--- config.mk ---
export PLATFORM = sky130hd
export DESIGN_NAME = qnigma_mdio_responder
export DESIGN_NICKNAME = d
export VERILOG_FILES = /design/src/rtl/qnigma_mdio_responder.sv
export SDC_FILE = /design/constraint.sdc
export NUM_CORES = 1
export LEC_CHECK = 0
export ABC_AREA = 1
export ABC_CLOCK_PERIOD_IN_PS = 3620
export CAP_MARGIN = 10
export CORE_ASPECT_RATIO = 1.25
export CORE_MARGIN = 5
export CORE_UTILIZATION = 33
export CTS_CLUSTER_DIAMETER = 60
export DETAILED_ROUTE_END_ITERATION = 8
export PLACE_DENSITY_LB_ADDON = 0.25
export SLEW_MARGIN = 10
export SYNTH_ARGS = -nofsm -noshare
export SYNTH_HDL_FRONTEND = slang
export SYNTH_SLANG_ARGS = --single-unit
--- constraint.sdc ---
create_clock -name clk -period 3.62 [get_ports clk]
set_clock_uncertainty 0.15 [all_clocks]
set_input_delay 0.724 -clock clk [delete_from_list [all_inputs] [get_ports clk]]
set_output_delay 0.724 -clock clk [all_outputs]
set_load 0.005 [all_outputs]
--- src/rtl/qnigma_mdio_responder.sv ---
// qnigma_mdio_responder
// PHY-side Clause 22 MDIO responder. MDC and MDIO are oversampled on clk and
// decoded into single-cycle register-file read/write strobes. For read frames
// the responder drives the TA bit and the 16 data bits back to the station.
//
// Ports:
//   clk, rst        system clock, synchronous active-high reset
//   mdc, mdi        management clock and MDIO line (asynchronous to clk)
//   mdo, mdt        MDIO drive value and drive enable (1 = drive)
//   reg_adr         register address of the current access
//   reg_wr/reg_wdat one-clk write strobe and its data
//   reg_rd/reg_rdat one-clk read strobe; reg_rdat valid 2 clk after reg_rd
//   frame_err       one-clk pulse on a protocol violation
//
// Optional feature: define QNIGMA_MDIO_BCAST_EN to accept phyad 0 as a
// broadcast address for write frames (broadcast reads are skipped).
//
// state    | meaning
// PREAMBLE | counting ones, waiting for the first start bit
// START    | expecting second start bit (1)
// OP       | shifting the 2 opcode bits
// PHYAD    | shifting the 5 PHY address bits
// REGAD    | shifting the 5 register address bits
// TA       | turnaround (read: release then drive 0; write: expect 10)
// DATA     | 16 data bits (read: drive out; write: shift in)
// SKIP     | consume remaining bits of a frame not for us
module qnigma_mdio_responder #(
  parameter logic [4:0] PHY_ADDR     = 5'd1,
  parameter int         PREAMBLE_MIN = 32,
  parameter int         SYNC_STAGES  = 2
) (
  input  logic        clk,
  input  logic        rst,
  input  logic        mdc,
  input  logic        mdi,
  output logic        mdo,
  output logic        mdt,
  output logic [4:0]  reg_adr,
  output logic        reg_wr,
  output logic [15:0] reg_wdat,
  output logic        reg_rd,
  input  logic [15:0] reg_rdat,
  output logic        frame_err
);

  localparam logic [2:0] ST_PRE   = 3'd0;
  localparam logic [2:0] ST_START = 3'd1;
  localparam logic [2:0] ST_OP    = 3'd2;
  localparam logic [2:0] ST_PHYAD = 3'd3;
  localparam logic [2:0] ST_REGAD = 3'd4;
  localparam logic [2:0] ST_TA    = 3'd5;
  localparam logic [2:0] ST_DATA  = 3'd6;
  localparam logic [2:0] ST_SKIP  = 3'd7;

  localparam logic [5:0] PRE_MIN = 6'(PREAMBLE_MIN);

  logic [SYNC_STAGES-1:0] mdc_sync;
  logic [SYNC_STAGES-1:0] mdi_sync;
  logic                   mdc_q;
  logic                   rise;
  logic                   fall;
  logic                   bit_in;

  logic [2:0]  state;
  logic [5:0]  pre_cnt;
  logic [4:0]  bit_cnt;   // bits seen in a field; in SKIP, bits remaining
  logic [14:0] sh_in;
  logic [15:0] sh_out;
  logic        is_read;
  logic        ta_first;
  logic        rd_pend;
  logic        wr_pend;
  logic [4:0]  phy_in;
  logic        phy_hit;

  always_ff @(posedge clk) begin
    if (rst) begin
      mdc_sync <= '0;
      mdi_sync <= '0;
      mdc_q    <= 1'b0;
    end else begin
      mdc_sync <= {mdc_sync[SYNC_STAGES-2:0], mdc};
      mdi_sync <= {mdi_sync[SYNC_STAGES-2:0], mdi};
      mdc_q    <= mdc_sync[SYNC_STAGES-1];
    end
  end

  assign rise   = mdc_sync[SYNC_STAGES-1] & ~mdc_q;
  assign fall   = ~mdc_sync[SYNC_STAGES-1] & mdc_q;
  assign bit_in = mdi_sync[SYNC_STAGES-1];
  assign phy_in = {sh_in[3:0], bit_in};

`ifdef QNIGMA_MDIO_BCAST_EN
  assign phy_hit = (phy_in == PHY_ADDR) || ((phy_in == 5'd0) && !is_read);
`else
  assign phy_hit = (phy_in == PHY_ADDR);
`endif

  always_ff @(posedge clk) begin
    if (rst) begin
      state     <= ST_PRE;
      pre_cnt   <= '0;
      bit_cnt   <= '0;
      sh_in     <= '0;
      sh_out    <= '0;
      is_read   <= 1'b0;
      ta_first  <= 1'b0;
      rd_pend   <= 1'b0;
      wr_pend   <= 1'b0;
      mdo       <= 1'b0;
      mdt       <= 1'b0;
      reg_adr   <= '0;
      reg_wr    <= 1'b0;
      reg_wdat  <= '0;
      reg_rd    <= 1'b0;
      frame_err <= 1'b0;
    end else begin
      frame_err <= 1'b0;
      rd_pend   <= 1'b0;
      wr_pend   <= 1'b0;
      reg_rd    <= rd_pend;
      reg_wr    <= wr_pend;

      if (rise) begin
        case (state)
          ST_PRE: begin
            if (bit_in) begin
              if (pre_cnt < 6'd32) pre_cnt <= pre_cnt + 6'd1;
            end else if (pre_cnt >= PRE_MIN) begin
              state   <= ST_START;
              pre_cnt <= '0;
            end else begin
              pre_cnt <= '0;
            end
          end
          ST_START: begin
            if (bit_in) begin
              state   <= ST_OP;
              bit_cnt <= '0;
            end else begin
              frame_err <= 1'b1;
              state     <= ST_PRE;
              pre_cnt   <= '0;
            end
          end
          ST_OP: begin
            sh_in <= {sh_in[13:0], bit_in};
            if (bit_cnt == 5'd1) begin
              bit_cnt <= '0;
              if ({sh_in[0], bit_in} == 2'b10) begin
                is_read <= 1'b1;
                state   <= ST_PHYAD;
              end else if ({sh_in[0], bit_in} == 2'b01) begin
                is_read <= 1'b0;
                state   <= ST_PHYAD;
              end else begin
                frame_err <= 1'b1;
                state     <= ST_PRE;
                pre_cnt   <= '0;
              end
            end else begin
              bit_cnt <= bit_cnt + 5'd1;
            end
          end
          ST_PHYAD: begin
            sh_in <= {sh_in[13:0], bit_in};
            if (bit_cnt == 5'd4) begin
              if (phy_hit) begin
                state   <= ST_REGAD;
                bit_cnt <= '0;
              end else begin
                // regad + TA + data still to come
                state   <= ST_SKIP;
                bit_cnt <= 5'd23;
              end
            end else begin
              bit_cnt <= bit_cnt + 5'd1;
            end
          end
          ST_REGAD: begin
            sh_in <= {sh_in[13:0], bit_in};
            if (bit_cnt == 5'd4) begin
              reg_adr <= {sh_in[3:0], bit_in};
              rd_pend <= is_read;
              state   <= ST_TA;
              bit_cnt <= '0;
            end else begin
              bit_cnt <= bit_cnt + 5'd1;
            end
          end
          ST_TA: begin
            if (bit_cnt == 5'd0) begin
              ta_first <= bit_in;
              bit_cnt  <= 5'd1;
            end else if (is_read || ({ta_first, bit_in} == 2'b10)) begin
              state   <= ST_DATA;
              bit_cnt <= '0;
            end else begin
              frame_err <= 1'b1;
              state     <= ST_SKIP;
              bit_cnt   <= 5'd16;
            end
          end
          ST_DATA: begin
            if (!is_read) begin
              sh_in <= {sh_in[13:0], bit_in};
              if (bit_cnt == 5'd15) begin
                reg_wdat <= {sh_in, bit_in};
                wr_pend  <= 1'b1;
                state    <= ST_PRE;
                pre_cnt  <= '0;
                bit_cnt  <= '0;
              end else begin
                bit_cnt <= bit_cnt + 5'd1;
              end
            end else if (bit_cnt < 5'd16) begin
              // read frames leave DATA on the fall after the 16th rise
              bit_cnt <= bit_cnt + 5'd1;
            end
          end
          default: begin
            if (bit_cnt <= 5'd1) begin
              state   <= ST_PRE;
              pre_cnt <= '0;
              bit_cnt <= '0;
            end else begin
              bit_cnt <= bit_cnt - 5'd1;
            end
          end
        endcase
      end else if (fall && is_read) begin
        if (state == ST_TA && bit_cnt == 5'd1) begin
          mdt    <= 1'b1;
          mdo    <= 1'b0;
          sh_out <= reg_rdat;
        end else if (state == ST_DATA) begin
          if (bit_cnt == 5'd16) begin
            mdt     <= 1'b0;
            mdo     <= 1'b0;
            state   <= ST_PRE;
            pre_cnt <= '0;
            bit_cnt <= '0;
          end else begin
            mdo    <= sh_out[15];
            sh_out <= {sh_out[14:0], 1'b0};
          end
        end
      end
    end
  end

endmodule
==> flow_metrics.tcl <==
set metrics [dict create \
    status "finished, final reports clean" \
    cts-root-buf "clkbuf_16" \
    r2r_start "bit_cnt[1]" \
    drtIter0Drc 192 \
    final-setup-viol-count 0 \
    rsz0062_at_grt "false" \
    synth_area_per_cell_um2 7.16 \
    ctsHoldBuffers 0 \
    nets 633 \
    cts_tree "yes" \
    overflow 0 \
    grt_pass1_vias 3495 \
    start_util 0.335 \
    cts_htree_levels 3 \
    drc_errors 0 \
    synth_top_area_share 0.397 \
    antenna_cells 0 \
    nFillCells 1276 \
    synth-edff-count 0 \
    synth_ff_type "dfxtp_1" \
    post-dp-hpwl_um 7010 \
    synth_top_area_cell "dfxtp_1" \
    coreArea_mm2 0.0120 \
    seqCellArea_mm2 0.00160 \
    synthCells 564 \
    clk-insertion-delay-late_ps 330 \
    multi_input_area_mm2 0.00215 \
    synth_warnings 0 \
    grt_pass1_wl_um 16500 \
    cts.repair.resized 0 \
    holdWs_ps 255 \
    fmax_ghz 0.413 \
    drv_cap 0 \
    r2r_slack_ps 1200 \
    die_width_um 109 \
    end_kind "flop" \
    min_period_ps 2420 \
    ant_nets 0 \
    tightest_slew_ps 751 \
    vias 3620 \
    seqPwrFrac 0.459 \
    port-buffer-count 45 \
    cp.arrival_ps 2500 \
    ir_worst_vdd_mv 0.234 \
    swShare 0.198 \
    p_sw_uw 384 \
    leakagePower_nw 2.13 \
    antenna_found_initial 0 \
    drt_pass1_iterations 5 \
    hold_end "mdc_sync[1]" \
    post_cts_buffers 0 \
    routabilityCongestion 0.879 \
    crit_fanout 14 \
    rr_worst_depth 9 \
    r2r_end "reg_wdat[6]" \
    min_from "mdc_sync[0]" \
    crit_required_ps 3700 \
    ys_types 34 \
    dpl_cell_area_mm2 0.00460 \
    clkPwrFrac 0.504 \
    critPathKind "reg2reg" \
    synthArstFlopShare 0 \
    pwr-share-comb 0.036 \
    yosysMostFrequentCell "nor2_1" \
    start_kind "flop" \
    tns_ps 0 \
    rows 45 \
    drive_above_1_share 0.120 \
    synth-seq-cells 80 \
    slew_violations 0 \
    hold_class "reg2reg" \
    viasPerCell 4.70 \
    die_h_um 134 \
    ioPinCount 46 \
    die-area_mm2 0.0146 \
    intPower_mw 1.55 \
    p_per_area_mw_per_mm2 394 \
    synth_common_cells "nor2_1 (117), nand2_1 (102), dfxtp_1 (80), o21ai_0 (52)" \
    grtUsageTotal 0.140 \
    cts_made_buffers 9 \
    yosysSeqAreaShare 0.397 \
    synth_nets 594 \
    hold_viol 0 \
    grt_max_degree 63 \
    drt_wl_total_um 9800 \
    synth.area.top_cells "dfxtp_1 (40%), nor2_1 (11%), nand2_1 (9.5%)" \
    min_path_cells 2 \
    clockBufferDepth 2 \
    cts_num_sinks 80 \
    syn_area_mm2 0.00404 \
    area_growth_pct 21.8 \
    clkSlewWorstSetupHoldPaths_ps 60 \
    wl_per_cell_um 12.7 \
    fin_area_mm2 0.00492 \
    relSlewSlack 0.497 \
    period_share 0.669 \
]
[cells in the final DEF, fill, tap and decap left out, types with 3 or more instances in the layout]
cell / count
nor2_8: 3
buf_4: 4
nor2_4: 5
nand3_1: 29
nand2_1: 102
o21ai_0: 52
ha_1: 10
dfxtp_1: 80
nor2_1: 117
a21oi_1: 25
nand2_2: 4
inv_1: 29
nand4_1: 6
clkdlybuf4s50_1: 45
xor2_1: 5
nand2_4: 4
nor2_2: 14
clkbuf_16: 9
nand3_2: 3
inv_2: 12
o21ai_1: 25
[worst max-delay path by stage]
stage                              end       start  slack [ps]  cells past startpoint
after global routing      reg_wdat[15]  bit_cnt[1]         920                      9
after CTS                  reg_wdat[6]  bit_cnt[1]        1200                      9
after floorplan               state[1]  bit_cnt[0]        1730                     11
final                      reg_wdat[6]  bit_cnt[1]        1200                      9
after global placement      reg_adr[4]         rst        1210                      6
after detailed placement   reg_wdat[4]         rst        1190                      6
[state kept, by name (all words and copies together), names as in the netlist, 2 cells and up]
register,count
bit_cnt,5
mdc_sync,2
mdi_sync,2
pre_cnt,6
reg_adr,5
reg_wdat,16
sh_in,15
sh_out,16
state,3
[power groups by stage]
stage,Combinational [mW],Sequential [mW],Clock [mW]
floorplan,0.0399,0.907,0
global placement,0.0697,0.909,0
global route,0.0781,0.890,1.05
detailed placement,0.0709,0.909,0
CTS,0.0710,0.889,1.01
finish,0.0701,0.890,0.977
[routing by layer]
| layer | GRT usage | up-vias | part of all wire |
|---|---|---|---|
| li1 | - | 1898 | - |
| met1 | 0.177 | 1651 | 0.46 |
| met2 | 0.227 | 57 | 0.49 |
| met3 | 0.0330 | 14 | 0.034 |
| met4 | 0.0561 | 0 | 0.020 |
| met5 | 0 | - | 0 |
[metrics by stage]
stage,power (mW),util,cells,worst slack (ps)
after floorplan,0.947,-,564,1730
after global placement,0.979,0.382,756,1210
after detailed placement,0.980,0.382,756,1190
after CTS,1.97,0.408,771,1200
after global routing,2.01,0.408,771,922
final,1.94,0.408,771,1200
[logic make-up after synthesis]
family                   count (synthesis)  share of synthesized area
AND/OR/NAND/NOR                        296                      0.347
XOR/XNOR                                 7                     0.0152
flip-flops                              80                      0.397
buffers and inverters                   64                     0.0713
AO/OA/AOI/OAI                          107                      0.139
adder cells (fa/ha/maj)                 10                     0.0310
[final cells by class]
cell class              instances  share of cell area
clock buffers                  12              0.0521
well taps                     164              0.0417
repair buffers                 49              0.0977
flip-flops and latches         80               0.326
clock inverters                 3              0.0132
multi-input cells             420               0.437
inverters                      43              0.0328
[critical path, stage by stage, from the launching register on]
cell,delay (ps)
dfxtp_1,390
ha_1,210
nand3_1,110
inv_1,80
ha_1,160
nand2_1,90
nor3_2,620
inv_2,270
nor2_1,160
nor2_1,60
(Power assumes the default switching activity.)
